===== src/rtl/latch_flop_divergence_monitor.sv =====
// latch_flop_divergence_monitor
// Multi-channel monitor comparing a flop-captured register against its
// latch-free transparent-equivalent view (en ? d : q_flop). Counts divergent
// cycles per channel (saturating) and raises a sticky per-channel alarm when
// divergence persists for THRESH consecutive cycles.
// Optional feature macro: LFDM_IRQ_EN -- when defined, irq is a registered
// one-cycle pulse the cycle after any alarm rises; otherwise irq is tied to 0.
module latch_flop_divergence_monitor #(
    parameter int WIDTH    = 8,
    parameter int CHANNELS = 4,
    parameter int CNT_W    = 8,
    parameter int THRESH   = 3
) (
    input  logic                         clk,
    input  logic                         rst,
    input  logic [CHANNELS-1:0]          en,
    input  logic [CHANNELS*WIDTH-1:0]    d,
    input  logic                         clr,
    output logic [CHANNELS*WIDTH-1:0]    q_flop,
    output logic [CHANNELS*WIDTH-1:0]    q_xpar,
    output logic [CHANNELS*CNT_W-1:0]    div_cnt,
    output logic [CHANNELS-1:0]          alarm,
    output logic                         any_alarm,
    output logic                         irq
);

    localparam int RUN_W = $clog2(THRESH + 1);
    localparam logic [CNT_W-1:0] CNT_MAX  = {CNT_W{1'b1}};
    localparam logic [RUN_W-1:0] THRESH_R = RUN_W'(THRESH);
    localparam logic [RUN_W-1:0] RUN_ONE  = RUN_W'(1);

    typedef enum logic [1:0] {
        ST_MATCH   = 2'd0,
        ST_DIVERGE = 2'd1,
        ST_ALARM   = 2'd2
    } state_t;

    logic [WIDTH-1:0] q_flop_q [CHANNELS];
    logic [WIDTH-1:0] q_flop_d [CHANNELS];
    state_t           state_q  [CHANNELS];
    state_t           state_d  [CHANNELS];
    logic [RUN_W-1:0] run_q    [CHANNELS];
    logic [RUN_W-1:0] run_d    [CHANNELS];
    logic [CNT_W-1:0] cnt_q    [CHANNELS];
    logic [CNT_W-1:0] cnt_d    [CHANNELS];
    logic [CHANNELS-1:0] mismatch;
    logic [CHANNELS-1:0] entering;

    // Transparent view, mismatch detect and next register value per channel.
    // NOTE: every variable gets a default at the top of always_comb so that no
    // path leaves it unassigned; an unassigned path would infer a latch.
    always_comb begin
        q_xpar   = '0;
        q_flop   = '0;
        mismatch = '0;
        for (int i = 0; i < CHANNELS; i++) begin
            q_flop_d[i] = q_flop_q[i];
            if (en[i]) begin
                q_flop_d[i] = d[i*WIDTH +: WIDTH];
            end
            // The transparent view is a plain mux in front of the flop output,
            // giving latch-like zero-latency behaviour without a storage latch.
            q_xpar[i*WIDTH +: WIDTH] = en[i] ? d[i*WIDTH +: WIDTH] : q_flop_q[i];
            q_flop[i*WIDTH +: WIDTH] = q_flop_q[i];
            mismatch[i] = en[i] && (d[i*WIDTH +: WIDTH] != q_flop_q[i]);
        end
    end

    // Next-state logic for the per-channel run FSM and saturating counter.
    always_comb begin
        entering = '0;
        for (int i = 0; i < CHANNELS; i++) begin
            state_d[i] = state_q[i];
            run_d[i]   = run_q[i];
            cnt_d[i]   = cnt_q[i];
            if (clr) begin
                // Clear dominates a same-cycle mismatch: nothing is counted.
                state_d[i] = ST_MATCH;
                run_d[i]   = '0;
                cnt_d[i]   = '0;
            end else begin
                if (mismatch[i] && (cnt_q[i] != CNT_MAX)) begin
                    cnt_d[i] = cnt_q[i] + 1'b1;
                end
                case (state_q[i])
                    ST_MATCH: begin
                        if (mismatch[i]) begin
                            run_d[i] = RUN_ONE;
                            if (THRESH == 1) begin
                                state_d[i]  = ST_ALARM;
                                entering[i] = 1'b1;
                            end else begin
                                state_d[i] = ST_DIVERGE;
                            end
                        end else begin
                            run_d[i] = '0;
                        end
                    end
                    ST_DIVERGE: begin
                        if (mismatch[i]) begin
                            run_d[i] = run_q[i] + RUN_ONE;
                            if ((run_q[i] + RUN_ONE) == THRESH_R) begin
                                state_d[i]  = ST_ALARM;
                                entering[i] = 1'b1;
                            end
                        end else begin
                            state_d[i] = ST_MATCH;
                            run_d[i]   = '0;
                        end
                    end
                    ST_ALARM: begin
                        // Sticky until clr or rst.
                        state_d[i] = ST_ALARM;
                    end
                    default: begin
                        state_d[i] = ST_MATCH;
                        run_d[i]   = '0;
                    end
                endcase
            end
        end
    end

    // Edge-captured data register per channel; clr deliberately leaves it alone.
    // NOTE: sequential state uses non-blocking assignments so every flop samples
    // the pre-edge values regardless of statement order.
    always_ff @(posedge clk or posedge rst) begin
        if (rst) begin
            for (int i = 0; i < CHANNELS; i++) begin
                q_flop_q[i] <= '0;
            end
        end else begin
            for (int i = 0; i < CHANNELS; i++) begin
                q_flop_q[i] <= q_flop_d[i];
            end
        end
    end

    // Per-channel FSM state, run length and divergence count.
    // NOTE: these arrays are ordinary per-channel flops, not a RAM, so each
    // element is reset; a true memory array would normally be left unreset.
    always_ff @(posedge clk or posedge rst) begin
        if (rst) begin
            for (int i = 0; i < CHANNELS; i++) begin
                state_q[i] <= ST_MATCH;
                run_q[i]   <= '0;
                cnt_q[i]   <= '0;
            end
        end else begin
            for (int i = 0; i < CHANNELS; i++) begin
                state_q[i] <= state_d[i];
                run_q[i]   <= run_d[i];
                cnt_q[i]   <= cnt_d[i];
            end
        end
    end

    // Output decode from registered state.
    always_comb begin
        alarm   = '0;
        div_cnt = '0;
        for (int i = 0; i < CHANNELS; i++) begin
            alarm[i] = (state_q[i] == ST_ALARM);
            div_cnt[i*CNT_W +: CNT_W] = cnt_q[i];
        end
    end

    assign any_alarm = |alarm;

`ifdef LFDM_IRQ_EN
    logic rise_q, rise_d;
    logic irq_q, irq_d;

    // Two-stage pipeline: rise_q is high the cycle alarm rises, irq_q the next.
    always_comb begin
        rise_d = |entering;
        irq_d  = rise_q;
    end

    // Interrupt pulse registers.
    always_ff @(posedge clk or posedge rst) begin
        if (rst) begin
            rise_q <= 1'b0;
            irq_q  <= 1'b0;
        end else begin
            rise_q <= rise_d;
            irq_q  <= irq_d;
        end
    end

    assign irq = irq_q;
`else
    logic unused_entering;
    assign unused_entering = ^entering;
    assign irq = 1'b0;
`endif

endmodule


===== config.mk =====
export PLATFORM = sky130hd
export DESIGN_NAME = latch_flop_divergence_monitor
export DESIGN_NICKNAME = d
export VERILOG_FILES = /design/src/rtl/latch_flop_divergence_monitor.sv
export SDC_FILE = /design/constraint.sdc
export NUM_CORES = 1
export LEC_CHECK = 0
export BUFFER_PORTS_ARGS = -buffer_cell sky130_fd_sc_hd__buf_2
export CELL_PAD_IN_SITES_DETAIL_PLACEMENT = 1
export CELL_PAD_IN_SITES_GLOBAL_PLACEMENT = 1
export CORE_UTILIZATION = 34
export DETAILED_ROUTE_END_ITERATION = 6
export PLACE_DENSITY_LB_ADDON = 0.05
export RECOVER_POWER = 50
export SYNTH_ARGS = -nofsm -noshare
export SYNTH_HDL_FRONTEND = slang
export SYNTH_SLANG_ARGS = --single-unit
export TNS_END_PERCENT = 50

===== constraint.sdc =====
create_clock -name clk -period 2.5 [get_ports clk]
set_input_delay 0.5 -clock clk [delete_from_list [all_inputs] [get_ports clk]]
set_output_delay 0.5 -clock clk [all_outputs]
set_load 0.02 [all_outputs]

# Word level (Yosys, flattened, before mapping)
# Index checks and enable logic that the tools add are counted.
# word_totals
register_bits	80
input_bits	39
output_inout_bits	102
word_cells	125
# classes
add_sub_neg	8
n_eq_ne	32
n_mux	48
reduce_logical	21
# op_table
op	count
$mux 8	12
$mux 2	24
$pmux 2 s3	8
$add 8x1->8 const B	4
$ne 8x8->1	4
$ne 8x8->1 const B	4
$eq 2x2->1 const B	8
$ne 4x4->1 const B	4
$ne 3x3->1 const B	4
$add 2x1->2 const B	4
$eq 2x1->1 const B	4
$logic_and 1x1->1	8
$logic_not 2->1	4
$ne 2x2->1 const B	4
$reduce_and 2->1	4
$reduce_bool 2->1	4
$mux 1	4
$reduce_or 4->1	1

# Depth between registers and ports, before layout
# logic_depth
word_depth	6
depth_mapped	6

# Worst setup path after synthesis
# Ideal clock, no wire load.
# synth_path
kind	register to output
startpoint	register state_q[3] (netlist bit)
endpoint	output any_alarm
arrival_ps	1282
t_required_ps	2000
path_slack_ps	718
stages_incl_launch_ff	3
path_buffers	0
cell_sequence	dfrtp_1 nor2b_1 or4_1
# synth_via
elab_chain_cells	2
# synth_lines
item	line_no	source
start, declared	40	state_t state_q [CHANNELS];
start signal, assigned by index	151	state_q[i] <= state_d[i];
$eq 2x2->1	163	alarm[i] = (state_q[i] == ST_ALARM);
via alarm[2]	22	output logic [CHANNELS-1:0] alarm,
$reduce_or 4->1	168	assign any_alarm = |alarm;
end, declared	23	output logic any_alarm,
# The timed path passes the listed nets, and every way through them passes these cells.

# Worst setup path in the final report
# layout_path
startpoint	register state_q[1] (netlist bit)
endpoint	output any_alarm
# layout_via
elab_chain_cells	2
# layout_lines
item	line_no
$eq 2x2->1	163
$reduce_or 4->1	168
# No other way between the ends.

==> impl_metrics.csv <==
group,metric,value,unit
critical_path,critPathArrivalTime,1700,ps
logic_synthesis,synthAdderAreaFrac,2.421,%
drt,wire_per_inst,14.97,µm
sta,finalSetupViolations,0,
critical_path,slowest_stage,"or4_1",
sta,drv_slew,0,
critical_path,cp-start-kind,"flip-flop",
global_route,overflow,0,
global_route,grt_usage,17.42,%
logic_synthesis,seq_area_frac_synth,48.43,%
clocking,clk_pin_slew,60,ps
die,fp.coreArea,11610,µm²
clocking,clk_latency,340,ps
power,p_clk_share,40.5,%
clocking,htreeDepth,3,
drt,viasPerCell,5.149,
min_path,worstHoldPathType,"input port to asynchronous set/reset pin",
logic_synthesis,ys_ff_latch,80,
critical_path,cp-end-kind,"output pin",
logic_synthesis,synth.most_common_cell,"dfrtp_1",
global_route,grt.busiest_layer,"met2",
clocking,cts_resized,0,
die,start_util,35.60,%
global_route,grt_use_met3,4.752,%
power,ir_worst_vdd,0.3616,mV
power,switching_power,0.9265,mW
sta,max_freq,453.6,MHz
die,die_area,12600,µm²
global_route,antenna_found_initial,0,
global_route,grtUsageMet2,31.35,%
power,p_per_area,641.5,nW/µm²
power,total_power,3.382,mW
sta,min_period_over_period,88.18,%
sta,rsz0062_at_grt,"no",
logic_synthesis,synth_compound_area_share,8.989,%
global_route,grt_max_degree,46,
clocking,clock-sinks,80,
logic_synthesis,synth_xor_area_share,6.780,%
clocking,cts_root_buf,"clkbuf_16",
sta,worstMarginPinSlew,1120,ps
flow_run,cap_violations,0,
final_layout,syn_to_final_growth,27.54,%
logic_synthesis,synth_cells,390,
placed_design,numPortBuffers,139,
status,status,"finished, violations left",
critical_path,path_class,"flip-flop to output pin",
drt,num_vias,3496,
power,seq_power_share,42.5,%
logic_synthesis,avgSynthCellArea,10.60,µm²
logic_synthesis,synthArstFlopShare,100.0,%
critical_path,path_cells,"inv_1 > nor2_1 > buf_4 > or4_1 > buf_2",
critical_path,cp_max_fo,5,
sta,period_minus_slack,2204,ps
power,internal_power,2.456,mW
logic_synthesis,synthSimpleGateAreaFrac,17.55,%
sta,tns,0,ps
drt,drtIter0Drc,78,
power,pwr-share-comb,17.0,%
logic_synthesis,synth_top_family_by_area,"simple AND/OR/NAND/NOR gates",
logic_synthesis,syn_nets,437,
final_layout,antenna_cells,0,
logic_synthesis,synth_top_area_cell,"dfrtp_1",
critical_path,max_stage_delay,480,ps
clocking,cts_buffer_depth,2,
drt,route.detailed.drc,9,
final_layout,fin_nets,579,
clocking,holdBufCountCts,0,
global_route,grt_pass1_wl,17490,µm
logic_synthesis,netlist_top_cells_area,"dfrtp_1, mux2_2, xnor2_1",
sta,relSlewSlack,24.89,%
die,die_h,112.3,µm
logic_synthesis,ys_warn_count,0,
logic_synthesis,netlist_top_cells_count,"dfrtp_1, mux2_2, nand2_1, xnor2_1, nor2_1",
sta,fin_skew,5.871,ps
power,p_leak,2.421,nW
critical_path,worstPathRequired,2000,ps
clocking,post_cts_buffers,0,
clocking,cts-buffers-inserted,9,
drt,drtPass1Iterations,6,
global_route,grt_pass1_vias,3621,
power,swShare,27.39,%
final_layout,drive_gt1_share,31.16,%
clocking,cts_tree,"done",
drt,drtAntennaViolNets,0,
logic_synthesis,synth.area.mux_share,12.65,%
final_layout,nFillCells,1345,
placed_design,place_congestion,0.7641,
logic_synthesis,synth_top_area_share,48.43,%
global_route,gr-usage-met1,20.36,%
logic_synthesis,synth_cell_types,42,
sta,hold_viol,0,
drt,drt_wl_total,10160,µm
die,die_w,112.3,µm
die,placementRows,39,
die,ios,141,
logic_synthesis,ys.flop_type,"dfrtp_1",
logic_synthesis,syn_area,4134,µm²
logic_synthesis,synth-edff-count,0,
placed_design,dp_hpwl,7511,µm
status,violations,"DRC",
worst max-delay path, delay by kind of cell, from the launching register on:
family,cells,cell delay [ps]
and+or+nand+nor,2,520
buffers and inverters,3,410
DFF,1,430
cells by family (layout without fill, tap and decap cells):
group / count (synthesis) / count (layout)
AND/OR/NAND/NOR: 141 / 141
flip-flops: 80 / 80
AO/OA/AOI/OAI: 53 / 53
multiplexers: 47 / 47
XOR/XNOR: 32 / 32
buffers and inverters: 28 / 174
adder cells (fa/ha/maj): 8 / 8
other: 1 / 1
flip-flops by register name, indices dropped and copies added, names as in the netlist:
name	cells
div_cnt	32
q_flop	32
run_q	8
state_q	8
through the flow:
stage / worst slack [ps] / hold WS (ps) / std cells / area (µm²) / util (%)
after floorplan: 718.0 / 461.8 / 390 / 4138 / -
after global placement: 534.7 / 488.2 / 664 / 5015 / 43.18
after detailed placement: 477.7 / 500.9 / 664 / 5015 / 43.18
after CTS: 268.0 / 232.4 / 679 / 5318 / 45.79
after global routing: 199.2 / 421.3 / 679 / 5273 / 45.40
final: 295.6 / 374.2 / 679 / 5273 / 45.40
cell usage in the layout (no fill, tap or decap), types with 4 or more instances in the layout:
master / Yosys / final
mux2_2: 42 / 26
or4_1: 7 / 7
nand2_1: 33 / 33
o41ai_1: 4 / 4
a21oi_1: 13 / 13
o31ai_1: 6 / 6
mux2_1: 0 / 16
nor2_1: 28 / 28
o21ai_0: 6 / 6
nand4_1: 12 / 12
ha_1: 8 / 8
nor2b_1: 17 / 17
buf_4: 2 / 6
nor4_1: 5 / 5
dfrtp_1: 80 / 80
nor3_1: 9 / 9
inv_1: 11 / 10
nand3_1: 15 / 15
nor4b_1: 4 / 4
buf_2: 6 / 117
clkbuf_1: 3 / 24
o21a_1: 4 / 4
mux2i_1: 5 / 5
xnor2_1: 32 / 32
clkbuf_16: 0 / 9
area by class of cell:
| cell class | count | area [µm²] | area share [%] |
|---|---|---|---|
| Multi-Input combinational cell | 282 | 2004 | 38.02 |
| Sequential cell | 80 | 2002 | 37.97 |
| Timing Repair Buffer | 147 | 738.2 | 14.00 |
| Clock buffer | 11 | 232.7 | 4.414 |
| Tap cell | 143 | 178.9 | 3.393 |
| Clock inverter | 4 | 70.07 | 1.329 |
| Inverter | 12 | 46.29 | 0.8780 |
metal layers:
| layer | up-vias | share of wire (%) |
|---|---|---|
| met4 | 0 | 0.99 |
| li1 | 1689 | - |
| met2 | 73 | 51 |
| met1 | 1728 | 43 |
| met5 | - | 0 |
| met3 | 6 | 4.5 |
power groups by stage:
stage,clock (mW),sequential (mW),combinational (mW)
after floorplan,0,1.53,0.315
after global placement,0,1.46,0.600
after detailed placement,0,1.46,0.608
after CTS,1.43,1.44,0.610
after global routing,1.47,1.45,0.631
final,1.37,1.44,0.576
final timing paths:
path,slack (ps),cells after the start,startpoint,end
hold / removal,370,2,rst,q_flop[5]
min in group clk,440,2,d[26],q_flop[26]
setup reg to reg,620,6,div_cnt[0],div_cnt[4]
max in group asynchronous,760,3,rst,q_flop[20]
setup / recovery,300,5,state_q[1],any_alarm
hold reg to reg,510,1,run_q[4],run_q[4]
No activity file was read; power rests on OpenSTA's default activity.
